## src/rtl/multicycle_ctrl_fsm_if.sv

```systemverilog
// multicycle_ctrl_fsm_if: decoder bundle, memory handshakes and datapath strobes for the multi-cycle sequencer
interface multicycle_ctrl_fsm_if #(parameter int CNT_W = 32);
    logic             run, imem_ready, dmem_ready;
    logic             dec_reg_write, dec_mem_read, dec_mem_write, dec_branch;
    logic             dec_jump, dec_is_float, dec_mfc1, dec_mtc1;
    logic [1:0]       dec_jump_src;
    logic             branch_cond;
    logic [2:0]       state;
    logic             imem_req, ir_we, dmem_req, dmem_we, gpr_we, fpr_we, pc_we;
    logic [1:0]       pc_src;
    logic             busy, fault;
    logic [CNT_W-1:0] instr_count;

    modport master (
        input  run, imem_ready, dmem_ready, dec_reg_write, dec_mem_read, dec_mem_write,
               dec_branch, dec_jump, dec_is_float, dec_mfc1, dec_mtc1, dec_jump_src, branch_cond,
        output state, imem_req, ir_we, dmem_req, dmem_we, gpr_we, fpr_we, pc_we, pc_src,
               busy, fault, instr_count
    );
    modport slave (
        output run, imem_ready, dmem_ready, dec_reg_write, dec_mem_read, dec_mem_write,
               dec_branch, dec_jump, dec_is_float, dec_mfc1, dec_mtc1, dec_jump_src, branch_cond,
        input  state, imem_req, ir_we, dmem_req, dmem_we, gpr_we, fpr_we, pc_we, pc_src,
               busy, fault, instr_count
    );
endinterface

```

## src/rtl/multicycle_ctrl_fsm.sv

```systemverilog
// multicycle_ctrl_fsm: FETCH/DECODE/EXEC/MEM/WB sequencer with memory timeout, sticky fault and retire counter
module multicycle_ctrl_fsm #(
    parameter int TIMEOUT = 16,
    parameter int CNT_W   = 32
) (
    input logic clk,
    input logic rst_n,
    multicycle_ctrl_fsm_if.master bus
);
    typedef enum logic [2:0] {
        IDLE = 3'd0, FETCH = 3'd1, DECODE = 3'd2, EXEC = 3'd3, MEM = 3'd4, WB = 3'd5, FAULT = 3'd7
    } state_t;

    localparam int WW = TIMEOUT > 1 ? $clog2(TIMEOUT) : 1;
    localparam logic [WW-1:0] LIMIT = WW'(TIMEOUT > 0 ? TIMEOUT - 1 : 0);

    state_t           st, after;
    logic [WW-1:0]    wait_cnt;
    logic [CNT_W-1:0] cnt;
    logic [1:0]       pc_src;
    logic             mem_op, illegal, exec_retire, retire, ready_now, tmo;

    always_comb begin
        mem_op      = bus.dec_mem_read | bus.dec_mem_write;
        illegal     = bus.dec_mem_read & bus.dec_mem_write;
        exec_retire = !illegal && (bus.dec_jump ? !bus.dec_reg_write
                    : bus.dec_branch || !(mem_op || bus.dec_reg_write || bus.dec_mtc1));
        retire      = (st == EXEC && exec_retire) || (st == MEM && bus.dmem_ready && !bus.dec_mem_read) || st == WB;
        ready_now   = st == FETCH ? bus.imem_ready : bus.dmem_ready;
        // the cycle that would be the TIMEOUT-th wait is the one that faults, unless ready shows up in it
        tmo         = TIMEOUT != 0 && wait_cnt == LIMIT;
        after       = bus.run ? FETCH : IDLE;
    end

    assign bus.state       = st;
    assign bus.imem_req    = st == FETCH;
    assign bus.ir_we       = st == FETCH && bus.imem_ready;
    assign bus.dmem_req    = st == MEM;
    assign bus.dmem_we     = st == MEM && bus.dec_mem_write;
    assign bus.gpr_we      = st == WB && bus.dec_reg_write && (!bus.dec_is_float || bus.dec_mfc1);
    assign bus.fpr_we      = st == WB && ((bus.dec_is_float && bus.dec_reg_write && !bus.dec_mfc1) || bus.dec_mtc1);
    assign bus.pc_we       = retire;
    assign bus.pc_src      = pc_src;
    assign bus.busy        = st != IDLE && st != FAULT;
    assign bus.fault       = st == FAULT;
    assign bus.instr_count = cnt;

    always_ff @(posedge clk or negedge rst_n) begin
        if (!rst_n) begin
            st       <= IDLE;
            pc_src   <= '0;
            cnt      <= '0;
            wait_cnt <= '0;
        end else begin
            wait_cnt <= '0;
            if ((st == FETCH || st == MEM) && !ready_now && !tmo) wait_cnt <= wait_cnt + 1'b1;
            if (retire) cnt <= cnt + 1'b1;
            case (st)
                IDLE:   st <= after;
                FETCH:  st <= bus.imem_ready ? DECODE : tmo ? FAULT : FETCH;
                DECODE: st <= EXEC;
                EXEC: begin
                    if (!illegal)
                        pc_src <= bus.dec_jump ? (bus.dec_jump_src == 2'b10 ? 2'b11 : 2'b10)
                                               : {1'b0, bus.dec_branch & bus.branch_cond};
                    st <= illegal ? FAULT : exec_retire ? after : (mem_op && !bus.dec_jump) ? MEM : WB;
                end
                MEM:     st <= bus.dmem_ready ? (bus.dec_mem_read ? WB : after) : tmo ? FAULT : MEM;
                WB:      st <= after;
                default: st <= FAULT;
            endcase
        end
    end
endmodule

```

## src/flat_wrapper.sv

```systemverilog
// flat-port wrapper written by rule: the top's interface ports become plain ports
module multicycle_ctrl_fsm_flat 
#(
    parameter int TIMEOUT = 16,
    parameter int CNT_W   = 32
)
  (clk, rst_n, bus_run, bus_imem_ready, bus_dmem_ready, bus_dec_reg_write, bus_dec_mem_read, bus_dec_mem_write, bus_dec_branch, bus_dec_jump, bus_dec_is_float, bus_dec_mfc1, bus_dec_mtc1, bus_dec_jump_src, bus_branch_cond, bus_state, bus_imem_req, bus_ir_we, bus_dmem_req, bus_dmem_we, bus_gpr_we, bus_fpr_we, bus_pc_we, bus_pc_src, bus_busy, bus_fault, bus_instr_count);
  multicycle_ctrl_fsm_if #(.CNT_W(CNT_W)) bus_i ();
  input logic clk;
  input logic rst_n;
  input wire logic [$bits(bus_i.run)-1:0] bus_run;
  input wire logic [$bits(bus_i.imem_ready)-1:0] bus_imem_ready;
  input wire logic [$bits(bus_i.dmem_ready)-1:0] bus_dmem_ready;
  input wire logic [$bits(bus_i.dec_reg_write)-1:0] bus_dec_reg_write;
  input wire logic [$bits(bus_i.dec_mem_read)-1:0] bus_dec_mem_read;
  input wire logic [$bits(bus_i.dec_mem_write)-1:0] bus_dec_mem_write;
  input wire logic [$bits(bus_i.dec_branch)-1:0] bus_dec_branch;
  input wire logic [$bits(bus_i.dec_jump)-1:0] bus_dec_jump;
  input wire logic [$bits(bus_i.dec_is_float)-1:0] bus_dec_is_float;
  input wire logic [$bits(bus_i.dec_mfc1)-1:0] bus_dec_mfc1;
  input wire logic [$bits(bus_i.dec_mtc1)-1:0] bus_dec_mtc1;
  input wire logic [$bits(bus_i.dec_jump_src)-1:0] bus_dec_jump_src;
  input wire logic [$bits(bus_i.branch_cond)-1:0] bus_branch_cond;
  output wire logic [$bits(bus_i.state)-1:0] bus_state;
  output wire logic [$bits(bus_i.imem_req)-1:0] bus_imem_req;
  output wire logic [$bits(bus_i.ir_we)-1:0] bus_ir_we;
  output wire logic [$bits(bus_i.dmem_req)-1:0] bus_dmem_req;
  output wire logic [$bits(bus_i.dmem_we)-1:0] bus_dmem_we;
  output wire logic [$bits(bus_i.gpr_we)-1:0] bus_gpr_we;
  output wire logic [$bits(bus_i.fpr_we)-1:0] bus_fpr_we;
  output wire logic [$bits(bus_i.pc_we)-1:0] bus_pc_we;
  output wire logic [$bits(bus_i.pc_src)-1:0] bus_pc_src;
  output wire logic [$bits(bus_i.busy)-1:0] bus_busy;
  output wire logic [$bits(bus_i.fault)-1:0] bus_fault;
  output wire logic [$bits(bus_i.instr_count)-1:0] bus_instr_count;
  assign bus_i.run = bus_run;
  assign bus_i.imem_ready = bus_imem_ready;
  assign bus_i.dmem_ready = bus_dmem_ready;
  assign bus_i.dec_reg_write = bus_dec_reg_write;
  assign bus_i.dec_mem_read = bus_dec_mem_read;
  assign bus_i.dec_mem_write = bus_dec_mem_write;
  assign bus_i.dec_branch = bus_dec_branch;
  assign bus_i.dec_jump = bus_dec_jump;
  assign bus_i.dec_is_float = bus_dec_is_float;
  assign bus_i.dec_mfc1 = bus_dec_mfc1;
  assign bus_i.dec_mtc1 = bus_dec_mtc1;
  assign bus_i.dec_jump_src = bus_dec_jump_src;
  assign bus_i.branch_cond = bus_branch_cond;
  assign bus_state = bus_i.state;
  assign bus_imem_req = bus_i.imem_req;
  assign bus_ir_we = bus_i.ir_we;
  assign bus_dmem_req = bus_i.dmem_req;
  assign bus_dmem_we = bus_i.dmem_we;
  assign bus_gpr_we = bus_i.gpr_we;
  assign bus_fpr_we = bus_i.fpr_we;
  assign bus_pc_we = bus_i.pc_we;
  assign bus_pc_src = bus_i.pc_src;
  assign bus_busy = bus_i.busy;
  assign bus_fault = bus_i.fault;
  assign bus_instr_count = bus_i.instr_count;
  multicycle_ctrl_fsm #(.TIMEOUT(TIMEOUT), .CNT_W(CNT_W)) u_core (.clk(clk), .rst_n(rst_n), .bus(bus_i));
endmodule
```

## config.mk

```make
export PLATFORM = sky130hd
export DESIGN_NAME = multicycle_ctrl_fsm_flat
export DESIGN_NICKNAME = d
export VERILOG_FILES = /design/src/rtl/multicycle_ctrl_fsm_if.sv /design/src/rtl/multicycle_ctrl_fsm.sv /design/src/flat_wrapper.sv
export SDC_FILE = /design/constraint.sdc
export NUM_CORES = 1
export LEC_CHECK = 0
export ABC_CLOCK_PERIOD_IN_PS = 2800
export BUFFER_PORTS_ARGS = -buffer_cell sky130_fd_sc_hd__buf_2
export CORE_UTILIZATION = 35
export DETAILED_ROUTE_END_ITERATION = 12
export PLACE_DENSITY = 0.59
export SYNTH_ARGS = -nofsm -noshare
export SYNTH_HDL_FRONTEND = slang
export SYNTH_SLANG_ARGS = --single-unit
export TNS_END_PERCENT = 100
```

## constraint.sdc

```tcl
create_clock -name clk -period 2.8 [get_ports clk]
set_input_delay 0.28 -clock clk [delete_from_list [all_inputs] [get_ports clk]]
set_output_delay 0.28 -clock clk [all_outputs]
set_load 0.01 [all_outputs]
```

* Word level (Yosys, flattened, before mapping)
Cells that the tools add are included.
** Operators by class
- Reduce and logical (&&, ||, !) cells :: 36
- Equality and inequality tests :: 9
- Muxes and demuxes :: 15
- Bitwise gates (word level) :: 4
- Add/sub/neg operators :: 2
** Operators with widths (count)
- 32-bit by 1-bit adder with 32-bit output (second input constant) :: 1
- 3-bit two-way mux :: 6
- 1-bit logical AND :: 15
- 3-bit case mux with 5 select lines :: 1
- 3-bit == test (second input constant) :: 3
- 1-bit logical NOT :: 9
- 1-bit logical OR :: 8
- 3-bit by 2-bit == test with 1-bit output (second input constant) :: 2
- 1-bit two-way mux :: 5
- 4-bit by 1-bit adder with 4-bit output (second input constant) :: 1
- 4-bit == test (second input constant) :: 1
- 2-bit two-way mux :: 2
- 4-bit two-way mux :: 1
- 3-bit by 1-bit == test with 1-bit output (second input constant) :: 1
- 3-bit logical NOT :: 1
- 3-bit != test (second input constant) :: 1
- 3-bit nonzero test :: 1
- 1-bit bitwise AND :: 2
- 2-bit == test (second input constant) :: 1
- 2-bit AND reduction :: 1
- 2-bit OR reduction :: 1
- 1-bit NOT :: 1
- 1-bit OR :: 1
** Word-level totals
- Word-level logic and storage cells :: 70
- Output and inout port bits :: 46
- Flip-flop bits (word level) :: 41
- Input port bits :: 16

* Logic depth before layout (Yosys ltp)
Gate-level depths: netlist of run 1.
- Depth in word-level cells :: 10
- Mapped depth :: 8
- Depth with buffers taken out :: 6

* Worst setup path before layout of run 1
Ideal clock, no wire load.
- Path type :: reg2reg
- Start point :: reg u_core.st[2], in the netlist u_core.bus.state[2]
- End point :: reg u_core.cnt[20], in the netlist u_core.bus.instr_count[20]
- Data required time :: 2.675 ns
- Clock period less this slack :: 1.796 ns
- Data arrival time :: 1.671 ns
- Setup time :: 0.125 ns
- Path slack :: 1.004 ns
- Stages on the path, launching flop included :: 8
- Cell sequence :: dfrtp_1 > and2b_1 > nand3_2 > o22a_1 > inv_1 > buf_2 > nand4_1 > xnor2_1
** On the way
- Longest elaborated chain between the ends :: 5
- Elaborated cells between the ends (all ways) :: 8
- Those cells by class :: eq/ne (3); reduce/logical (5)
** Ends and longest elaborated chain
- start, declared :: line multicycle_ctrl_fsm.sv:17 : state_t st, after;
- start signal, assigned :: line multicycle_ctrl_fsm.sv:59 : IDLE: st <= after;
- start signal, assigned :: line multicycle_ctrl_fsm.sv:60 : FETCH: st <= bus.imem_ready ? DECODE : tmo ? FAULT : FETCH;
- start signal, assigned :: line multicycle_ctrl_fsm.sv:66 : st <= illegal ? FAULT : exec_retire ? after : (mem_op && !bus.dec_jump) ? MEM : WB;
- 3-bit == test :: line multicycle_ctrl_fsm.sv:28 : retire = (st == EXEC && exec_retire) || (st == MEM && bus.dmem_ready && !bus.dec_mem_read) || st == WB;
- 1-bit logical AND (2 in a row) :: line multicycle_ctrl_fsm.sv:28
- 1-bit logical OR :: line multicycle_ctrl_fsm.sv:28
- 1-bit logical OR (*) :: line multicycle_ctrl_fsm.sv:28
- named net bus_pc_we :: line flat_wrapper.sv:31 : output wire logic [$bits(bus_i.pc_we)-1:0] bus_pc_we;
- end signal, assigned :: line multicycle_ctrl_fsm.sv:57 : if (retire) cnt <= cnt + 1'b1;
- end, declared :: line multicycle_ctrl_fsm.sv:19 : logic [CNT_W-1:0] cnt;
Mark *: on every way through the listed nets, which the timed path passes. The rest lies on a longest branch.
A chain may end at the register's enable or synchronous reset.

* Final worst setup path of run 1
- Start point :: reg u_core.st[0], in the netlist u_core.bus.state[0]
- End point :: out bus_pc_we
** On the way
- Longest elaborated chain between the ends :: 5
- Elaborated cells between the ends (all ways) :: 8
- Those cells by class :: eq/ne (3); reduce/logical (5)
** Ends and longest elaborated chain (line)
- 3-bit == test :: multicycle_ctrl_fsm.sv:28
- 1-bit logical AND (2 in a row) :: multicycle_ctrl_fsm.sv:28
- 1-bit logical OR :: multicycle_ctrl_fsm.sv:28
- 1-bit logical OR (*) :: multicycle_ctrl_fsm.sv:28
- end, declared :: flat_wrapper.sv:31
Mark *: on every way between the ends. The rest lies on a longest branch, timed or not.

==> metrics.md, run 1 <==
| Metric | Value |
|---|---|
| Commonest non-fill, non-tap cell in the layout | `buf_2` |
| Starting density of the core | `37.2%` |
| DRC violations left | `0` |
| Lkg Pwr | `~1.3 nW` |
| Synth Warn # | `0` |
| Async set-reset flop share out of synthesis | `100%` |
| CP Capture Type | `output pin` |
| Nets@finish | `a little under 300` |
| DIE HEIGHT | `about 80 um` |
| Final wirelength | `around 4.7 mm` |
| CTS Buf Count | `5` |
| Worst hold-check path type | `input pin to asynchronous set/reset pin` |
| Post-Synth Simple-Gate Area | `around a quarter` |
| Max cap viols | `0` |
| Run status | `completed` |
| Final setup viols | `0` |
| Post-route insts no fill | `about 350` |
| Worst Path Arrival | `between 2000 and 2500 ps` |
| Setup ws final | `about 460 ps` |
| Top_reg_cell synth | `dfrtp_1` |
| Adder-cell area share of the yosys netlist | `1.19%` |
| Number of placed I/O pins | `62` |
| DR iter-0 viols | `about 110` |
| Commonest non-fill, non-tap cells in the layout | `buf_2 (61), dfrtp_1 (41), nand2_1 (20), nor2_1 (19), xor2_1 (18)` |
| Post-synth EDFFs | `0` |
| Fin. Hold Viols | `0` |
| FF-to-FF End | `u_core.bus.instr_count[30]` |
| Vias in the first global route | `about 1600` |
| DIE AREA | `approximately 6300 um^2` |
| Hold Buf Count CTS | `0` |
| Avg Inst Size Synth | `about 9.9 um^2` |
| Synth Instances | `211` |
| Final ANT Viol Nets | `0` |
| Via-to-Cell Ratio | `just over 5` |
| H-tree depth | `2` |
| Core ar. | `approximately 5600 um^2` |
| Vias after detailed routing | `around 1800` |
| Slew Limit Headroom | `37.6%` |
| Placed Cells | `between 300 and 400` |
| Diode count | `0` |
| Worst slack, placed | `between 700 and 800 ps` |
| TritonCTS clock tree | `done` |
| Yosys cell types | `38` |
| Syn Std Cell Area | `~2100 um^2` |
| Req. time, crit path | `2520 ps` |
| Compound-Gate Fraction of Synth Area | `between 5 and 6%` |
| Area Overhead vs Synth | `22.7%` |
| Worst Max-Slew Pin Slew | `935 ps` |
| Util after Layout | `about 46%` |
| Final Total Pwr | `about 1.9 mW` |
| Layout cells sized above 1 | `27.3%` |
| Mux share of post-synthesis cell area | `1.07%` |
| Worst clock skew | `9.17 ps` |
| Sequential cell area fraction in the yosys report | `48.9%` |
| Worst R2R Start | `u_core.bus.state[0]` |
| Post-DR wirelength/cell | `between 10 and 15 um` |
| Largest net degree at the start of global routing | `42` |
| Post-Syn Nets | `approximately 230` |
| Final Max Slew Viols | `0` |
| FF-to-FF setup slack | `approximately 800 ps` |
| Final Critical Period | `~2300 ps` |
| Fmax | `around 0.43 GHz` |
| Cell at the root of the clock tree | `clkbuf_8` |
| Post-CTS Setup Bufs | `0` |
| Clock-pin slew on the worst setup and hold paths | `80 ps` |
| Worst Hold Slack | `roughly 120 ps` |
| Post-route cell area | `~2600 um^2` |
| Post-CTS resize count | `0` |
| I/O Buffers | `61` |
| Peak VDD IR | `0.525 mV` |
| Hpwl dp | `between 3 and 4 mm` |
| DP Area | `2460 um^2` |
| Crit Path Category | `flop to output pin` |
| First-pass GRT wire length | `approximately 7.5 mm` |
| Setup TNS | `0 ps` |
| Clock tree sinks | `between 40 and 50` |
| GPL Wtd Cong | `about 0.74` |
| Period utilization | `approximately 84%` |
| Clock tree buffer depth | `2` |
| RSZ-0062 raised after global routing | `no` |
| Reg2Reg Depth | `6` |
| Crit Path Max Fanout | `15` |
| Post-Synth XOR/XNOR Area | `between 10% and 20%` |
| Power density cells | `745 nW/um^2` |
| Row cnt | `27` |
| Startpoint Class | `flop` |
| 1st-pass router iterations | `4` |
| Gr ovfl total | `0` |
| Initial antenna violation count | `0` |
| Synthesis-stage register bit count | `around 40` |
| Worst skew pair latency | `between 200 and 300 ps` |
| Largest family of logic cells by synthesized area | `simple AND/OR/NAND/NOR gates` |
| GRT Overall Usage | `~16%` |
| Die Width | `a little under 80 um` |
==> how the worst max path moves through the flow <==
stage | from | to
floorplan | u_core.bus.state[2] | u_core.bus.instr_count[20]
global placement | u_core.bus.state[2] | bus_pc_we
detailed placement | u_core.bus.state[2] | bus_pc_we
CTS | u_core.bus.state[2] | bus_pc_we
global route | u_core.bus.state[0] | bus_pc_we
finish | u_core.bus.state[0] | bus_pc_we
==> cells in the mapped netlist (all sizes together) (4+ instances only) <==
master  count  area [um^2]
and3        7         43.8
buf         4         35.0
dfrtp      41         1030
inv         6         22.5
nand2      20         75.1
nand3      12         65.1
nand4      16          100
nor2       19         71.3
nor3       10         55.1
nor4        7         43.8
o21ai       5         25.0
xnor2      15          131
xor2       18          158
==> state kept, by name (all words and copies together), names as in the netlist <==
name                    cells
u_core.bus.pc_src           2
u_core.bus.state            3
u_core.bus.instr_count     32
u_core.wait_cnt             4
==> worst max-delay path, cell delays in order, from the launching register on <==
cell and delay (ps):
dfrtp_1 490, and2b_1 230, nand3_2 160, o22a_1 280, inv_1 380, buf_2 220
==> logic make-up (layout without fill, tap and decap cells) <==
group | after synthesis | in the layout
AOI/OAI and AO/OA | 19 | 19
and+or+nand+nor | 102 | 102
DFF | 41 | 41
adders and majority gates | 2 | 2
xor gates and xnor gates | 33 | 33
buffers and inverters | 12 | 76
muxes | 2 | 2
==> power breakdown <==
| part | switching, mW | total, mW | internal [mW] |
|---|---|---|---|
| Clock | 0.203 | 0.493 | 0.291 |
| Combinational | 0.367 | 0.614 | 0.247 |
| Sequential | 0.131 | 0.809 | 0.678 |
==> metal layers <==
metal / global-route usage [%] / part of all wire [%]
met5: 0 / 0
met4: 4.55 / 0.83
met3: 4.91 / 7.5
met2: 23.4 / 43
met1: 21.4 / 49
==> area by class of cell <==
type | count | area, um^2
fill | 556 | 3070
inverter | 6 | 22.5
clock inverter | 1 | 30.0
timing repair buffer | 62 | 313
sequential | 41 | 1030
clock buffer | 7 | 86.3
multi-input combinational | 158 | 1010
tap | 72 | 90.1
(Power assumes the default switching activity.)
==> run 2: changes to the inputs <==
Settings changed: ABC_CLOCK_PERIOD_IN_PS 2800 to 2300.
Clock period 2.8 ns to 2.3 ns, I/O delays scaled along.
==> run 2 against run 1 <==
  * Worst setup slack worse by 310 ps
  * Sequential share of layout area shrank 0.46 points
  * Routed wire length fell by 0.89%
  * Critical path depth is the same
  * Largest power group unchanged
==> metrics.md, run 2 (synthesis results as in run 1) <==
| Metric | Value |
|---|---|
| Run status | `completed` |
| Worst hold-check path type | `input pin to asynchronous set/reset pin` |
| I/O Buffers | `61` |
| Final Total Pwr | `about 2.4 mW` |
| Worst Max-Slew Pin Slew | `930 ps` |
| DRC violations left | `0` |
| Vias after detailed routing | `between 1500 and 2000` |
| Row cnt | `27` |
| DIE AREA | `6310 um^2` |
| Peak VDD IR | `approximately 0.5 mV` |
| Clock tree buffer depth | `2` |
| CP max stage cell | `dfrtp_1` |
| Crit Path Category | `flop to output pin` |
| Final Max Slew Viols | `0` |
| Worst skew pair latency | `a little under 300 ps` |
| Crit path cell chain | `and2b_1 -> nand3_2 -> o22a_1 -> clkinvlp_4 -> buf_2` |
| First-pass GRT wire length | `approximately 7.5 mm` |
| Core ar. | `5640 um^2` |
| Post-route insts no fill | `350` |
| Commonest non-fill, non-tap cell in the layout | `buf_2` |
| 1st-pass router iterations | `4` |
| Vias in the first global route | `1600` |
| Clock-pin slew on the worst setup and hold paths | `roughly 80 ps` |
| Final setup viols | `0` |
| Commonest non-fill, non-tap cells in the layout | `buf_2 (61), dfrtp_1 (41), nand2_1 (20), nor2_1 (19), xor2_1 (18)` |
| Lkg Pwr | `1.28 nW` |
| GPL Wtd Cong | `between 0.7 and 0.8` |
| TritonCTS clock tree | `done` |
| Initial antenna violation count | `0` |
| FF-to-FF setup slack | `280 ps` |
| Starting density of the core | `~37%` |
| Largest net degree at the start of global routing | `42` |
| Slew Limit Headroom | `38.0%` |
| Crit Path Max Fanout | `15` |
| Placed Cells | `~340` |
| Fin. Hold Viols | `0` |
| Final wirelength | `4.67 mm` |
| CTS Buf Count | `5` |
| Nets@finish | `a little under 300` |
| Post-CTS Setup Bufs | `0` |
| Gr ovfl total | `0` |
| RSZ-0062 raised after global routing | `no` |
| Post-DR wirelength/cell | `about 13 um` |
| Startpoint Class | `flop` |
| Worst clock skew | `around 5.9 ps` |
| Worst Hold Slack | `just over 70 ps` |
| Max reg flops | `32` |
| Filler cell count | `between 500 and 600` |
| Diode count | `0` |
| Hold Buf Count CTS | `0` |
| CP Capture Type | `output pin` |
| Fmax | `around 0.46 GHz` |
| Worst stage delay on the critical path | `490 ps` |
| Req. time, crit path | `between 2000 and 2500 ps` |
| DIE HEIGHT | `between 70 and 80 um` |
| DP Area | `about 2500 um^2` |
| Number of placed I/O pins | `slightly above 60` |
| GRT Overall Usage | `between 10% and 20%` |
| Die Width | `a little under 80 um` |
| Post-route cell area | `2600 um^2` |
| Layout cells sized above 1 | `between 20% and 30%` |
| Period utilization | `a little over nine tenths` |
| H-tree depth | `2` |
| DR iter-0 viols | `73` |
| Final Critical Period | `between 2000 and 2500 ps` |
| Area Overhead vs Synth | `24.2%` |
| Setup TNS | `0 ps` |
| Power density cells | `904 nW/um^2` |
| Worst Path Arrival | `1920 ps` |
| Via-to-Cell Ratio | `~5.1` |
| Final ANT Viol Nets | `0` |
| Max cap viols | `0` |
| Hpwl dp | `roughly 3.3 mm` |
| Post-CTS resize count | `0` |
| Cell at the root of the clock tree | `clkbuf_8` |
| Clock tree sinks | `41` |
==> run 2: changes by cell type in the layout (fill, tap and decap cells not counted) <==
cell | previous run | this run
buf_4 | 1 | 4
clkinvlp_4 | 0 | 2
clkbuf_1 | 1 | 0
inv_1 | 6 | 5
==> run 2: critical path: cells and delay by family (launching register included) <==
family                 cells  cell delay [ps]
AO/OA/AOI/OAI              1              240
buffers and inverters      2              530
flip-flops                 1              490
AND/OR/NAND/NOR            2              380
==> run 2: stage by stage <==
stage | utilization [%] | worst slack [ps]
floorplan | - | 504
global placement | 44.0 | 396
detailed placement | 44.0 | 322
CTS | 46.1 | 12.1
global route | 46.2 | 7.92
finish | 46.2 | 145
==> run 2: final timing paths <==
path / to / startpoint / cells after the start
min reg2reg: u_core.wait_cnt[0] / u_core.wait_cnt[0] / 1
min in group clk: u_core.bus.pc_src[1] / bus_dec_jump / 2
max: bus_pc_we / u_core.bus.state[0] / 5
max reg2reg: u_core.bus.instr_count[21] / u_core.bus.state[0] / 6
min: u_core.bus.instr_count[10] / rst_n / 1
max in group asynchronous: u_core.bus.pc_src[0] / rst_n / 1
==> run 2: routing by layer <==
layer  share of wire, %  vias to the layer above  track usage [%]
li1                   -                      875                -
met1                 49                      860             21.0
met2                 44                       57             24.5
met3                5.9                        5             3.09
met4                1.2                        0             6.00
met5                  0                        -                0
==> run 2: area by class of cell <==
type / count / area [um^2] / area share [%]
Inverter: 6 / 26.3 / 1.01
Clock buffer: 6 / 82.6 / 3.17
Multi-Input combinational cell: 158 / 1010 / 38.6
Tap cell: 72 / 90.1 / 3.46
Timing Repair Buffer: 65 / 335 / 12.9
Sequential cell: 41 / 1030 / 39.4
Clock inverter: 2 / 37.5 / 1.44
==> run 2: where the power goes <==
part	leakage [nW]	switching (mW)	internal [mW]	total (mW)
Combinational	0.682	0.455	0.309	0.764
Sequential	0.539	0.158	0.826	0.983
Clock	0.0574	0.253	0.353	0.606
Total	1.28	0.865	1.49	2.35
